<file path="src/rtl/div_issue_ctrl.sv">
// div_issue_ctrl: sequences the shared multi-cycle divider for the EXE stage.
// Latches the request operands, issues a one-cycle start pulse, waits for the
// completion pulse and holds the selected quotient/remainder until MEM accepts
// it. A one-entry result cache lets a div/mod pair on identical operands
// complete without a second divider pass. Flushes abort the op; a flush while
// the divider is running drains the in-flight result into the cache.
//
// Ports:
//   clk, resetn                 clock, asynchronous active-low reset
//   req_valid/signed/sel_quot   EXE request; held until handshake or flush
//   req_x, req_y                dividend, divisor
//   flush                       cancel current op
//   out_ready                   MEM allowin
//   resp_valid, resp_result     result handshake towards MEM
//   div_start                   one-cycle issue pulse (suppressed by flush)
//   div_signed, div_x, div_y    operands to divider, stable while it runs
//   div_done, div_s, div_r      completion pulse with quotient/remainder
//   busy                        controller not idle
//   perf_issue_cnt/hit_cnt      saturating issue / cache-hit counters
module div_issue_ctrl #(
  parameter int unsigned W        = 32,
  parameter int unsigned CACHE_EN = 1,
  parameter int unsigned PERF_W   = 32
) (
  input  logic              clk,
  input  logic              resetn,
  input  logic              req_valid,
  input  logic              req_signed,
  input  logic              req_sel_quot,
  input  logic [W-1:0]      req_x,
  input  logic [W-1:0]      req_y,
  input  logic              flush,
  input  logic              out_ready,
  output logic              resp_valid,
  output logic [W-1:0]      resp_result,
  output logic              div_start,
  output logic              div_signed,
  output logic [W-1:0]      div_x,
  output logic [W-1:0]      div_y,
  input  logic              div_done,
  input  logic [W-1:0]      div_s,
  input  logic [W-1:0]      div_r,
  output logic              busy,
  output logic [PERF_W-1:0] perf_issue_cnt,
  output logic [PERF_W-1:0] perf_hit_cnt
);

  typedef enum logic [2:0] {
    S_IDLE  = 3'd0,
    S_ISSUE = 3'd1,
    S_WAIT  = 3'd2,
    S_HOLD  = 3'd3,
    S_DRAIN = 3'd4
  } state_t;

  state_t         state;
  state_t         state_nxt;

  logic           sel_quot;
  logic           cache_valid;
  logic           cache_signed;
  logic [W-1:0]   cache_x;
  logic [W-1:0]   cache_y;
  logic [W-1:0]   cache_q;
  logic [W-1:0]   cache_r;

  logic           hit;
  logic           accept;
  logic           take_hit;
  logic           issue;
  logic           capture;
  logic           load_div_res;

  // Cache lookup on the live request; the key is {signed, x, y}
  assign hit = (CACHE_EN != 0) && cache_valid && (req_signed == cache_signed)
               && (req_x == cache_x) && (req_y == cache_y);

  // State register
  always_ff @(posedge clk or negedge resetn) begin
    if (!resetn) state <= S_IDLE;
    else         state <= state_nxt;
  end

  // Next-state and control strobes
  always_comb begin
    state_nxt    = state;
    accept       = 1'b0;
    take_hit     = 1'b0;
    issue        = 1'b0;
    capture      = 1'b0;
    load_div_res = 1'b0;
    case (state)
      S_IDLE: begin
        if (req_valid && !flush) begin
          accept = 1'b1;
          if (hit) begin
            take_hit  = 1'b1;
            state_nxt = S_HOLD;
          end else begin
            state_nxt = S_ISSUE;
          end
        end
      end
      S_ISSUE: begin
        if (flush) begin
          state_nxt = S_IDLE;
        end else begin
          issue     = 1'b1;
          state_nxt = S_WAIT;
        end
      end
      S_WAIT: begin
        if (div_done) begin
          capture = 1'b1;
          if (flush) begin
            state_nxt = S_IDLE;
          end else begin
            load_div_res = 1'b1;
            state_nxt    = S_HOLD;
          end
        end else if (flush) begin
          state_nxt = S_DRAIN;
        end
      end
      S_HOLD: begin
        if (flush || out_ready) state_nxt = S_IDLE;
      end
      S_DRAIN: begin
        // In-flight result still belongs to the latched key, so keep it
        if (div_done) begin
          capture   = 1'b1;
          state_nxt = S_IDLE;
        end
      end
      default: state_nxt = S_IDLE;
    endcase
  end

  // Start must be cancellable by a same-cycle flush, so it is decoded live
  assign div_start  = issue;
  assign busy       = (state != S_IDLE);
  assign resp_valid = (state == S_HOLD);

  // Operand latch, result register and cache
  always_ff @(posedge clk or negedge resetn) begin
    if (!resetn) begin
      div_signed   <= 1'b0;
      div_x        <= '0;
      div_y        <= '0;
      sel_quot     <= 1'b0;
      resp_result  <= '0;
      cache_valid  <= 1'b0;
      cache_signed <= 1'b0;
      cache_x      <= '0;
      cache_y      <= '0;
      cache_q      <= '0;
      cache_r      <= '0;
    end else begin
      if (accept) begin
        div_signed <= req_signed;
        div_x      <= req_x;
        div_y      <= req_y;
        sel_quot   <= req_sel_quot;
      end
      if (take_hit) begin
        resp_result <= req_sel_quot ? cache_q : cache_r;
      end else if (load_div_res) begin
        resp_result <= sel_quot ? div_s : div_r;
      end
      if (capture) begin
        cache_valid  <= (CACHE_EN != 0);
        cache_signed <= div_signed;
        cache_x      <= div_x;
        cache_y      <= div_y;
        cache_q      <= div_s;
        cache_r      <= div_r;
      end
    end
  end

  // Saturating performance counters
  always_ff @(posedge clk or negedge resetn) begin
    if (!resetn) begin
      perf_issue_cnt <= '0;
      perf_hit_cnt   <= '0;
    end else begin
      if (issue && (perf_issue_cnt != '1)) perf_issue_cnt <= perf_issue_cnt + PERF_W'(1);
      if (take_hit && (perf_hit_cnt != '1)) perf_hit_cnt <= perf_hit_cnt + PERF_W'(1);
    end
  end

endmodule

</file>
<file path="config.mk">
export PLATFORM = sky130hd
export DESIGN_NAME = div_issue_ctrl
export DESIGN_NICKNAME = d
export VERILOG_FILES = /design/src/rtl/div_issue_ctrl.sv
export SDC_FILE = /design/constraint.sdc
export NUM_CORES = 1
export LEC_CHECK = 0
export ABC_AREA = 1
export BUFFER_PORTS_ARGS = -buffer_cell sky130_fd_sc_hd__buf_2
export CAP_MARGIN = 40
export CORE_MARGIN = 3
export CORE_UTILIZATION = 60
export DETAILED_ROUTE_END_ITERATION = 12
export HOLD_SLACK_MARGIN = 0.15
export PLACE_DENSITY_LB_ADDON = 0.25
export REMOVE_ABC_BUFFERS = 1
export SLEW_MARGIN = 20
export SYNTH_ARGS = -nofsm -noshare
export SYNTH_HDL_FRONTEND = slang
export SYNTH_SLANG_ARGS = --single-unit
</file>
<file path="constraint.sdc">
create_clock -name clk -period 5.15 [get_ports clk]
set_input_delay 1.03 -clock clk [delete_from_list [all_inputs] [get_ports clk]]
set_output_delay 1.03 -clock clk [all_outputs]
set_load 0.05 [all_outputs]
</file>
==> results.ini, run 1 <==
[outcome]
status = finished clean

[power]
finalPower_uw = 10100
p_clk_share_pct = 24.1
switching_share_pct = 43.6
pwr_density_cell_nw_per_um2 = 558
combPwrFrac_pct = 39.0
intPower_uw = 5690
seq_power_share_pct = 36.9
switching_power_uw = 4400
leakage_uw = 0.00973
ir_drop_v = 0.000466

[logic_synthesis]
syn_area_per_cell_sq_um = 7.54
async_flop_share_pct = 100
netlist_area_sq_um = 15200
synth_edf_count = 0
synth-main-ff-cell = dfrtp_1
syn-instance-count = 2012
synth_cell_types = 38
yosysWarnings = 0
synth_seq_cells = 295
ys_seq_area_share_pct = 48.7

[place]
gp_congestion = 0.953
place_area_sq_um = 17000
dp_slack_ns = 1.88
hpwl_microns = 29900
placed_cells = 2573
port_buffers = 299

[setup_path]
cp.arrival_ns = 2.19
end_kind = output port
crit_path_start_kind = input pin
cp_max_fo = 4
rr_endpoint = perf_hit_cnt[8]$_DFFE_PN0P_
cpPeakStageDelay_ns = 0.46
ff2ff_path_depth = 9
required_ns = 4.12
reg2reg_setup_slack_ns = 2.56
crit_path_cell_trace = buf_2 -> inv_1 -> nand2_1 -> nor3_1 -> buf_2
crit_path_frequent_cell = buf_2
crit_end = div_start
cp_top_family = buffers and inverters
crit_slowest_cell = nor3_1
startpoint = flush
reg2reg_from = cache_x[2]$_DFFE_PN0P_
critPathBufInv = 3
critPathKind = input pin to output port
crit_cells = 5

[floorplanning]
die_w_microns = 165
fp.dieH_microns = 165
core.rowCount = 57
io_pins = 300
die-area_sq_um = 27200
core_sq_um = 24600
start_util_pct = 61.6

[flow_run]
maxCapViolCount = 0

[finish]
instances_no_fill = 2634
areaGrowthSynthToFinish_pct = 19.3
nets = 2420
final_cell_area_sq_um = 18100
layout-drive-gt1-share_pct = 18.0
final_util_pct = 73.5

[clocking]
cts_max_level = 1
cts_setup_buffers = 0
cts_resized = 0
clkSinkCount = 295
cts-root-buf = clkbuf_16
hold_buffers = 0
clockBufferDepth = 3
cts_made_buffers = 31
cts_tree = done
clkTransAtPathRegs_ns = 0.06
clk_latency_ns = 0.56

[sta]
finalSetupViolCount = 0
skew_ns = 0.0217
fmax_mhz = 311
setup_ws_ns = 1.93
period_share_pct = 62.5
finalHoldViolations = 0
worstMarginPinSlew_ns = 0.868
rsz0062_at_grt = no
finalMaxSlewViolations = 0
final.min_clock_period_ns = 3.22
slew_headroom_pct = 42.2

[hold_path]
hold_path_class = register to register

[drt]
drtPass1Iterations = 6
drc_errors = 0
via_count = 14300
drt_iter0_drc = 1481
wl_per_cell_microns = 16.2
routed_wl_microns = 42600
ant_nets = 0
vias_per_cell = 5.41

[global_routing]
grt_pass1_vias = 13900
grt_max_degree = 111
grt_pass1_wl_microns = 68600
antenna_found_initial = 10
overflow = 0
grt.total_usage_pct = 31.2

-- cell usage in the layout (no fill, tap or decap), types with 2 or more instances in the layout --
master     count
diode_2        5
nand2_2        3
o21ai_2       26
mux2i_1       14
nor4_1         5
nand3_1       86
buf_12         3
o21ai_1       13
nor2_4         4
nor2_2         2
inv_2          2
clkinv_2       4
nand3b_1       6
buf_2        298
nand4_1       52
clkbuf_16     31
nand2_1      760
nor3_1        28
o21ai_0      190
nand3_2        2
or2_2          2
xnor2_1       38
nor2_1       132
dfrtp_1      294
ha_1           2
clkbuf_8      11
inv_1        223
bufinv_16      5
clkbuf_1       5
buf_16         2
buf_4         11
xor2_1        34
nor3b_1        2
-- how the worst min path moves through the flow --
| stage | from | slack [ns] | to | cells after the start |
|---|---|---|---|---|
| detailed placement | cache_q[15]$_DFFE_PN0P_ | 0.46 | cache_q[15]$_DFFE_PN0P_ | 2 |
| global placement | cache_r[24]$_DFFE_PN0P_ | 0.46 | cache_r[24]$_DFFE_PN0P_ | 2 |
| finish | cache_r[27]$_DFFE_PN0P_ | 0.48 | cache_r[27]$_DFFE_PN0P_ | 2 |
| floorplan | cache_r[22]$_DFFE_PN0P_ | 0.45 | cache_r[22]$_DFFE_PN0P_ | 2 |
| global route | cache_r[0]$_DFFE_PN0P_ | 0.50 | cache_r[0]$_DFFE_PN0P_ | 2 |
| CTS | cache_r[20]$_DFFE_PN0P_ | 0.48 | cache_r[20]$_DFFE_PN0P_ | 2 |
-- power groups by stage --
stage          combinational (uW)  sequential, uW  clock (uW)
2_1_floorplan                1590            4870           0
3_3_place_gp                 3740            3740           0
3_5_place_dp                 3910            3740           0
4_1_cts                      3950            3710        2460
5_1_grt                      4330            3830        2550
6_report                     3940            3720        2430
-- cell usage after synthesis, types with 2 or more instances --
master,count,area [sq um]
nor2_1,133,499
clkbuf_1,58,218
nand3b_1,6,45.0
nor4_1,5,31.3
buf_2,7,35.0
nor2_2,2,12.5
inv_1,225,845
nor3_1,28,140
nor2_4,3,33.8
ha_1,2,25.0
buf_6,5,56.3
nand2_1,760,2850
nand4_1,52,325
xor2_1,34,298
buf_4,2,15.0
dfrtp_1,295,7380
nand3_1,87,435
nor3b_1,2,15.0
buf_1,6,22.5
nand2_2,3,18.8
inv_2,2,7.51
o21ai_0,190,951
o21ai_1,14,70.1
xnor2_1,38,333
o21ai_2,26,228
mux2i_1,14,140
or2_2,2,12.5
-- routing by layer --
metal / share of wire (%) / global-route usage [%] / vias up
met3: 7.9 / 6.32 / 142
met4: 4.1 / 13.0 / 10
met5: 0.15 / 0 / -
met2: 47 / 50.2 / 621
li1: - / - / 6856
met1: 41 / 41.4 / 6633
-- tightest hold or removal path, cell delays in order (launching register included) --
cell and delay, ns:
dfrtp_1 0.34, nand2_1 0.05, nand2_1 0.05
-- stage by stage --
stage / TNS [ns] / hold WS [ns]
2_1_floorplan: -210.72 / 0.448
6_report: 0 / 0.481
3_5_place_dp: 0 / 0.465
4_1_cts: 0 / 0.483
3_3_place_gp: 0 / 0.459
5_1_grt: 0 / 0.502
-- area by class of cell --
type,instances,area [sq um]
flip-flops and latches,295,7380
multi-input cells,1410,6590
clock buffers,47,946
fillers,1931,6520
inverters,228,860
well taps,324,405
diodes,5,12.5
clock inverters,9,174
repair buffers,316,1720
-- cells by family after synthesis --
group,Yosys count,share of synthesized area [%]
and+or+nand+nor,1090,29.7
buffers and inverters,307,8.03
DFF,295,48.7
AOI/OAI and AO/OA,232,8.33
xor gates and xnor gates,72,4.16
muxes,14,0.924
adders and majority gates,2,0.165
(Power assumes the default switching activity.)
==> run 2: changes to the inputs <==
--- a/config.mk
+++ b/config.mk
@@ -9,7 +9,7 @@
 export BUFFER_PORTS_ARGS = -buffer_cell sky130_fd_sc_hd__buf_2
 export CAP_MARGIN = 40
 export CORE_MARGIN = 3
-export CORE_UTILIZATION = 60
+export CORE_UTILIZATION = 50
 export DETAILED_ROUTE_END_ITERATION = 12
 export HOLD_SLACK_MARGIN = 0.15
 export PLACE_DENSITY_LB_ADDON = 0.25
==> constraint.sdc (replaced) <==
create_clock -name clk -period 2.66 [get_ports clk]
set_input_delay 0.532 -clock clk [delete_from_list [all_inputs] [get_ports clk]]
set_output_delay 0.532 -clock clk [all_outputs]
set_load 0.05 [all_outputs]
==> results.ini, run 2 (synthesis results as in run 1) <==
[drt]
drc_errors = 0
wl_per_cell_microns = 15.8
ant_nets = 0
drt_iter0_drc = 819
via_count = 13900
vias_per_cell = 5.14
routed_wl_microns = 43000
drtPass1Iterations = 5

[place]
gp_congestion = 0.932
place_area_sq_um = 17100
hpwl_microns = 30400
placed_cells = 2649
port_buffers = 299

[setup_path]
critPathBufInv = 2
cp.arrival_ns = 1.70
cp_max_fo = 4
cpPeakStageDelay_ns = 0.40
critPathKind = register to output port
crit_path_cell_trace = nand2_1 -> nor3_1 -> buf_4 -> buf_2
crit_slowest_cell = dfrtp_1
crit_path_start_kind = register
required_ns = 2.13
cp_top_family = buffers and inverters
end_kind = output port

[sta]
fmax_mhz = 449
rsz0062_at_grt = no
finalMaxSlewViolations = 0
finalHoldViolations = 0
period_share_pct = 83.7
finalSetupViolCount = 0
holdWs_ns = 0.226
worstMarginPinSlew_ns = 0.761
fin_setup_tns_ns = 0
final.min_clock_period_ns = 2.23
slew_headroom_pct = 49.0
skew_ns = 0.0199

[power]
switching_share_pct = 43.4
leakage_uw = 0.00980
pwr_density_cell_nw_per_um2 = 1080
ir_drop_v = 0.000812
finalPower_uw = 19800
combPwrFrac_pct = 38.4
switching_power_uw = 8580
seq_power_share_pct = 36.3
p_clk_share_pct = 25.4
intPower_uw = 11200

[floorplanning]
die-area_sq_um = 32500
die_w_microns = 180
core.rowCount = 63
core_sq_um = 29800
io_pins = 300
fp.dieH_microns = 180
start_util_pct = 50.9

[finish]
layout_commonest_cell = nand2_1
areaGrowthSynthToFinish_pct = 20.9
layout.area.seq_sq_um = 7380
layout-drive-gt1-share_pct = 18.5
final_cell_area_sq_um = 18300
multi_input_area_sq_um = 6590
fillers = 2739
final_cell_mix = 760 x nand2_1, 298 x buf_2, 294 x dfrtp_1
nets = 2436
instances_no_fill = 2712

[clocking]
clockBufferDepth = 3
cts-root-buf = clkbuf_16
clk_latency_ns = 0.52
clkTransAtPathRegs_ns = 0.06
clkSinkCount = 295
cts_tree = done
cts_made_buffers = 36
cts_max_level = 2
cts_resized = 0
cts_setup_buffers = 0

[global_routing]
grt.total_usage_pct = 25.9
grt_pass1_wl_microns = 69100
grt_pass1_vias = 13300
grt_max_degree = 125
overflow = 0
antenna_found_initial = 4

[outcome]
status = finished clean

[flow_run]
maxCapViolCount = 0

[hold_path]
hold_path_class = input pin to register

==> run 2: cell count changes in the layout (fill, tap and decap cells not counted), sizes merged <==
| cell | change |
|---|---|
| buf | +10 |
| bufinv | -1 |
| clkbuf | +1 |
| clkinvlp | +3 |
| diode | -4 |
| dlygate4sd3 | +1 |
| inv | +2 |
==> run 2: power by group through the flow <==
stage                     clock, uW  combinational, uW  sequential (uW)
after floorplan                   0               3080             9420
after global placement            0               7480             7160
after detailed placement          0               7600             7210
after CTS                      5120               7640             7170
after global routing           5320               8340             7380
final                          5020               7590             7170
==> run 2: repair_timing <==
action,in CTS,in global routing
setup endpoints to repair,0,0
hold endpoints to repair,63,0
hold buffers,1,0
==> run 2: cell type report <==
cell class	count	share of cell area (%)
inverter	228	4.69
multi-input combinational	1410	35.9
timing repair buffer	327	9.86
antenna	1	0.0137
sequential	295	40.3
clock inverter	13	1.00
clock buffer	48	5.55
tap	390	2.66
==> run 2: path summary, 6_finish.rpt <==
check / start / endpoint / slack (ns) / cells past startpoint
min reg2reg: cache_r[21]$_DFFE_PN0P_ / cache_r[21]$_DFFE_PN0P_ / 0.48 / 2
min in group asynchronous: resetn / cache_x[9]$_DFFE_PN0P_ / 0.59 / 2
min: div_r[0] / cache_r[0]$_DFFE_PN0P_ / 0.23 / 3
max reg2reg: perf_hit_cnt[0]$_DFFE_PN0P_ / perf_hit_cnt[28]$_DFFE_PN0P_ / 0.45 / 12
max in group asynchronous: resetn / resp_result[12]$_DFFE_PN0P_ / 1.27 / 3
max: state[0]$_DFFE_PN0P_ / div_start / 0.43 / 4
==> run 2: per-layer routing <==
metal,up-vias,part of all wire (%),GRT usage (%)
met5,-,0.10,0
met2,459,47,42.5
li1,6888,-,-
met4,8,3.1,8.29
met1,6484,43,35.0
met3,101,7.1,5.09
==> run 2: through the flow <==
step | setup WS (ns) | utilization (%)
5_1_grt | 0.272 | 61.5
6_report | 0.433 | 61.5
4_1_cts | 0.396 | 61.5
2_1_floorplan | -4.94 | -
3_3_place_gp | 0.294 | 57.4
3_5_place_dp | 0.310 | 57.4
==> run 2: worst register-to-register path, stage by stage (launching register included) <==
cell and delay, ns:
dfrtp_1 0.42, ha_1 0.28, nand3_4 0.13, inv_2 0.08, nand2_2 0.09, nor2_4 0.12, nand4_1 0.10, nor2_2 0.11
nand3_2 0.14, nand4_4 0.14, buf_12 0.30, nand2_1 0.16, o21ai_2 0.08
==> run 3: changes to the inputs <==
--- a/config.mk
+++ b/config.mk
@@ -5,11 +5,11 @@
 export SDC_FILE = /design/constraint.sdc
 export NUM_CORES = 1
 export LEC_CHECK = 0
-export ABC_AREA = 1
+export ABC_AREA = 0
 export BUFFER_PORTS_ARGS = -buffer_cell sky130_fd_sc_hd__buf_2
 export CAP_MARGIN = 40
 export CORE_MARGIN = 3
-export CORE_UTILIZATION = 50
+export CORE_UTILIZATION = 49
 export DETAILED_ROUTE_END_ITERATION = 12
 export HOLD_SLACK_MARGIN = 0.15
 export PLACE_DENSITY_LB_ADDON = 0.25
==> constraint.sdc (replaced) <==
create_clock -name clk -period 1.9 [get_ports clk]
set_input_delay 0.38 -clock clk [delete_from_list [all_inputs] [get_ports clk]]
set_output_delay 0.38 -clock clk [all_outputs]
set_load 0.05 [all_outputs]
==> results.ini, run 3 <==
[finish]
nets = 1994
layout-drive-gt1-share_pct = 45.4
areaGrowthSynthToFinish_pct = 53.8
final_cell_mix = 295 x buf_2, 294 x dfrtp_1, 231 x nand2_1
layout_commonest_cell = buf_2

[logic_synthesis]
synth-main-ff-cell = dfrtp_1
ys_seq_area_share_pct = 54.1
synth_cell_types = 46
synthTopCellsByArea = dfrtp_1 54%, mux2_2 13%, nand2_1 6.8%
syn-instance-count = 1238
synth_edf_count = 0
yosysWarnings = 0
yosysTopAreaCellShare_pct = 54.1
synthMostInstantiatedCell = dfrtp_1
async_flop_share_pct = 100
syn_area_per_cell_sq_um = 11.0
synth_top_cell_by_area = dfrtp_1
netlist_area_sq_um = 13600
synth_seq_cells = 295
yosys-top-cells-count = 295 x dfrtp_1, 248 x nand2_1, 160 x mux2_2

[clocking]
cts_tree = done
clockBufferDepth = 3
clkSinkCount = 295
clkTransAtPathRegs_ns = 0.06
cts-root-buf = clkbuf_16
cts_made_buffers = 34
clk_latency_ns = 0.50
cts_max_level = 2

[global_routing]
antenna_found_initial = 6
grt.total_usage_pct = 27.3
overflow = 0
grt_pass1_vias = 12700
grt_max_degree = 66
grt_pass1_wl_microns = 67200

[sta]
worstMarginPinSlew_ns = 0.485
setup_ws_ns = -0.476
finalSetupViolCount = 178
fin_setup_tns_ns = -28.79
finalHoldViolations = 0
rsz0062_at_grt = yes
final.min_clock_period_ns = 2.38
fmax_mhz = 421
slew_headroom_pct = 67.5
finalMaxSlewViolations = 0
skew_ns = 0.0122
period_share_pct = 125

[power]
finalPower_uw = 26500
leakage_uw = 0.0104
pwr_density_cell_nw_per_um2 = 1260
ir_drop_v = 0.000918

[drt]
drc_errors = 0
drt-met1-wl_microns = 18100
ant_nets = 0
vias_per_cell = 5.45
wl_met2_microns = 22400
drt_iter0_drc = 879
topRoutingLayerUsed = met5
met3_length_microns = 3130
routed_wl_microns = 45100
drtPass1Iterations = 6
wl_per_cell_microns = 20.0
via_count = 12300

[setup_path]
crit_end = resp_result[14]$_DFFE_PN0P_
cpPeakStageDelay_ns = 0.43
critPathKind = register to register
cp_max_fo = 8
crit_slowest_cell = dfrtp_1
cp_top_family = simple AND/OR/NAND/NOR gates
ff2ff_path_depth = 9
end_kind = register
cp.arrival_ns = 2.81
crit_path_frequent_cell = nand4_1
reg2reg_setup_slack_ns = -0.48
crit_cells = 9
crit_path_cell_trace = xnor2_2 -> nand4_1 -> nor3_2 -> buf_4 -> nand4_1 -> or3_4 -> nor2_4 -> clkbuf_16 -> a221o_1
crit_path_start_kind = register
rr_endpoint = resp_result[14]$_DFFE_PN0P_
startpoint = cache_y[30]$_DFFE_PN0P_
reg2reg_from = cache_y[30]$_DFFE_PN0P_
critPathBufInv = 2
required_ns = 2.33

[floorplanning]
start_util_pct = 50.2
die-area_sq_um = 29900
die_w_microns = 173
io_pins = 300
core_sq_um = 27200
core.rowCount = 60
fp.dieH_microns = 173

[place]
port_buffers = 299
dp_slack_ns = -0.764
gp_congestion = 0.878
hpwl_microns = 26900

[hold_path]
hold_path_class = input pin to register

[flow_run]
maxCapViolCount = 0

[outcome]
status = finished with violations
violations = setup timing

==> run 3: changes by cell type after synthesis, moves of 16 or more <==
cell and change:
a21oi_1 +17, xnor2_1 +34, inv_1 -216, nand2_1 -512
a221o_1 +16, o21ai_0 -170, and3_1 +16, nand2b_1 +56
nand3_1 -53, clkbuf_1 -21, mux2i_1 +21, nor2_1 -78
o21ai_2 -26, mux2_2 +160
==> run 3: cell families (layout without fill, tap and decap cells) <==
logic type      after synthesis  after routing  share of synthesized area, %
buf+inv                      61            701                          1.83
compound gates               68             70                          3.47
fa+ha+maj                     2              2                         0.183
xor+xnor                     95             95                          6.10
mux                         197            197                          15.9
other cells                   0              3                             0
flops                       295            295                          54.1
simple gates                520            520                          18.3
==> run 3: how the worst min path moves through the flow <==
stage	from	cells past startpoint	slack, ns	to
after detailed placement	resetn	1	0.30	cache_q[11]$_DFFE_PN0P_
after floorplan	resetn	0	0.08	cache_q[0]$_DFFE_PN0P_
after CTS	div_s[29]	2	0.15	cache_q[29]$_DFFE_PN0P_
final	div_r[2]	2	0.17	cache_r[2]$_DFFE_PN0P_
after global placement	resetn	1	0.30	cache_q[11]$_DFFE_PN0P_
after global routing	div_s[29]	2	0.15	cache_q[29]$_DFFE_PN0P_
==> run 3: routing by layer <==
| metal | vias to the layer above | global-route usage [%] |
|---|---|---|
| li1 | 5520 | - |
| met1 | 6143 | 35.3 |
| met2 | 520 | 46.6 |
| met3 | 102 | 5.56 |
| met4 | 6 | 8.45 |
| met5 | - | 0 |
==> run 3: power by group <==
group          internal (uW)  switching, uW
clock                   4220           2570
combinational           4410           5510
sequential              8310           1520
total                  16900           9600
==> run 3: cell type report <==
type                            count  area [sq um]
Clock inverter                      9           123
Clock buffer                       51          1050
Multi-Input combinational cell    884          7120
Fill cell                        1700          6190
Inverter                            9          33.8
Timing Repair Buffer              632          4800
Sequential cell                   295          7380
Antenna cell                        3          7.51
Tap cell                          372           465
==> run 3: repair_timing <==
action,CTS,global route
gates cloned,1,11
endpoints found under the hold margin,160,1
pin swaps,42,56
setup endpoints to repair,72,226
setup buffers,12,11
hold buffers,117,1
gates resized for setup,95,179
==> run 3: per-stage QoR <==
stage	cell area [sq um]	utilization (%)	instances	hold WS, ns
floorplan	13400	-	1186	0.0844
global placement	17000	62.6	2044	0.301
detailed placement	17000	62.6	2044	0.301
CTS	19900	73.2	2232	0.154
global route	21000	77.2	2254	0.152
finish	21000	77.2	2255	0.173
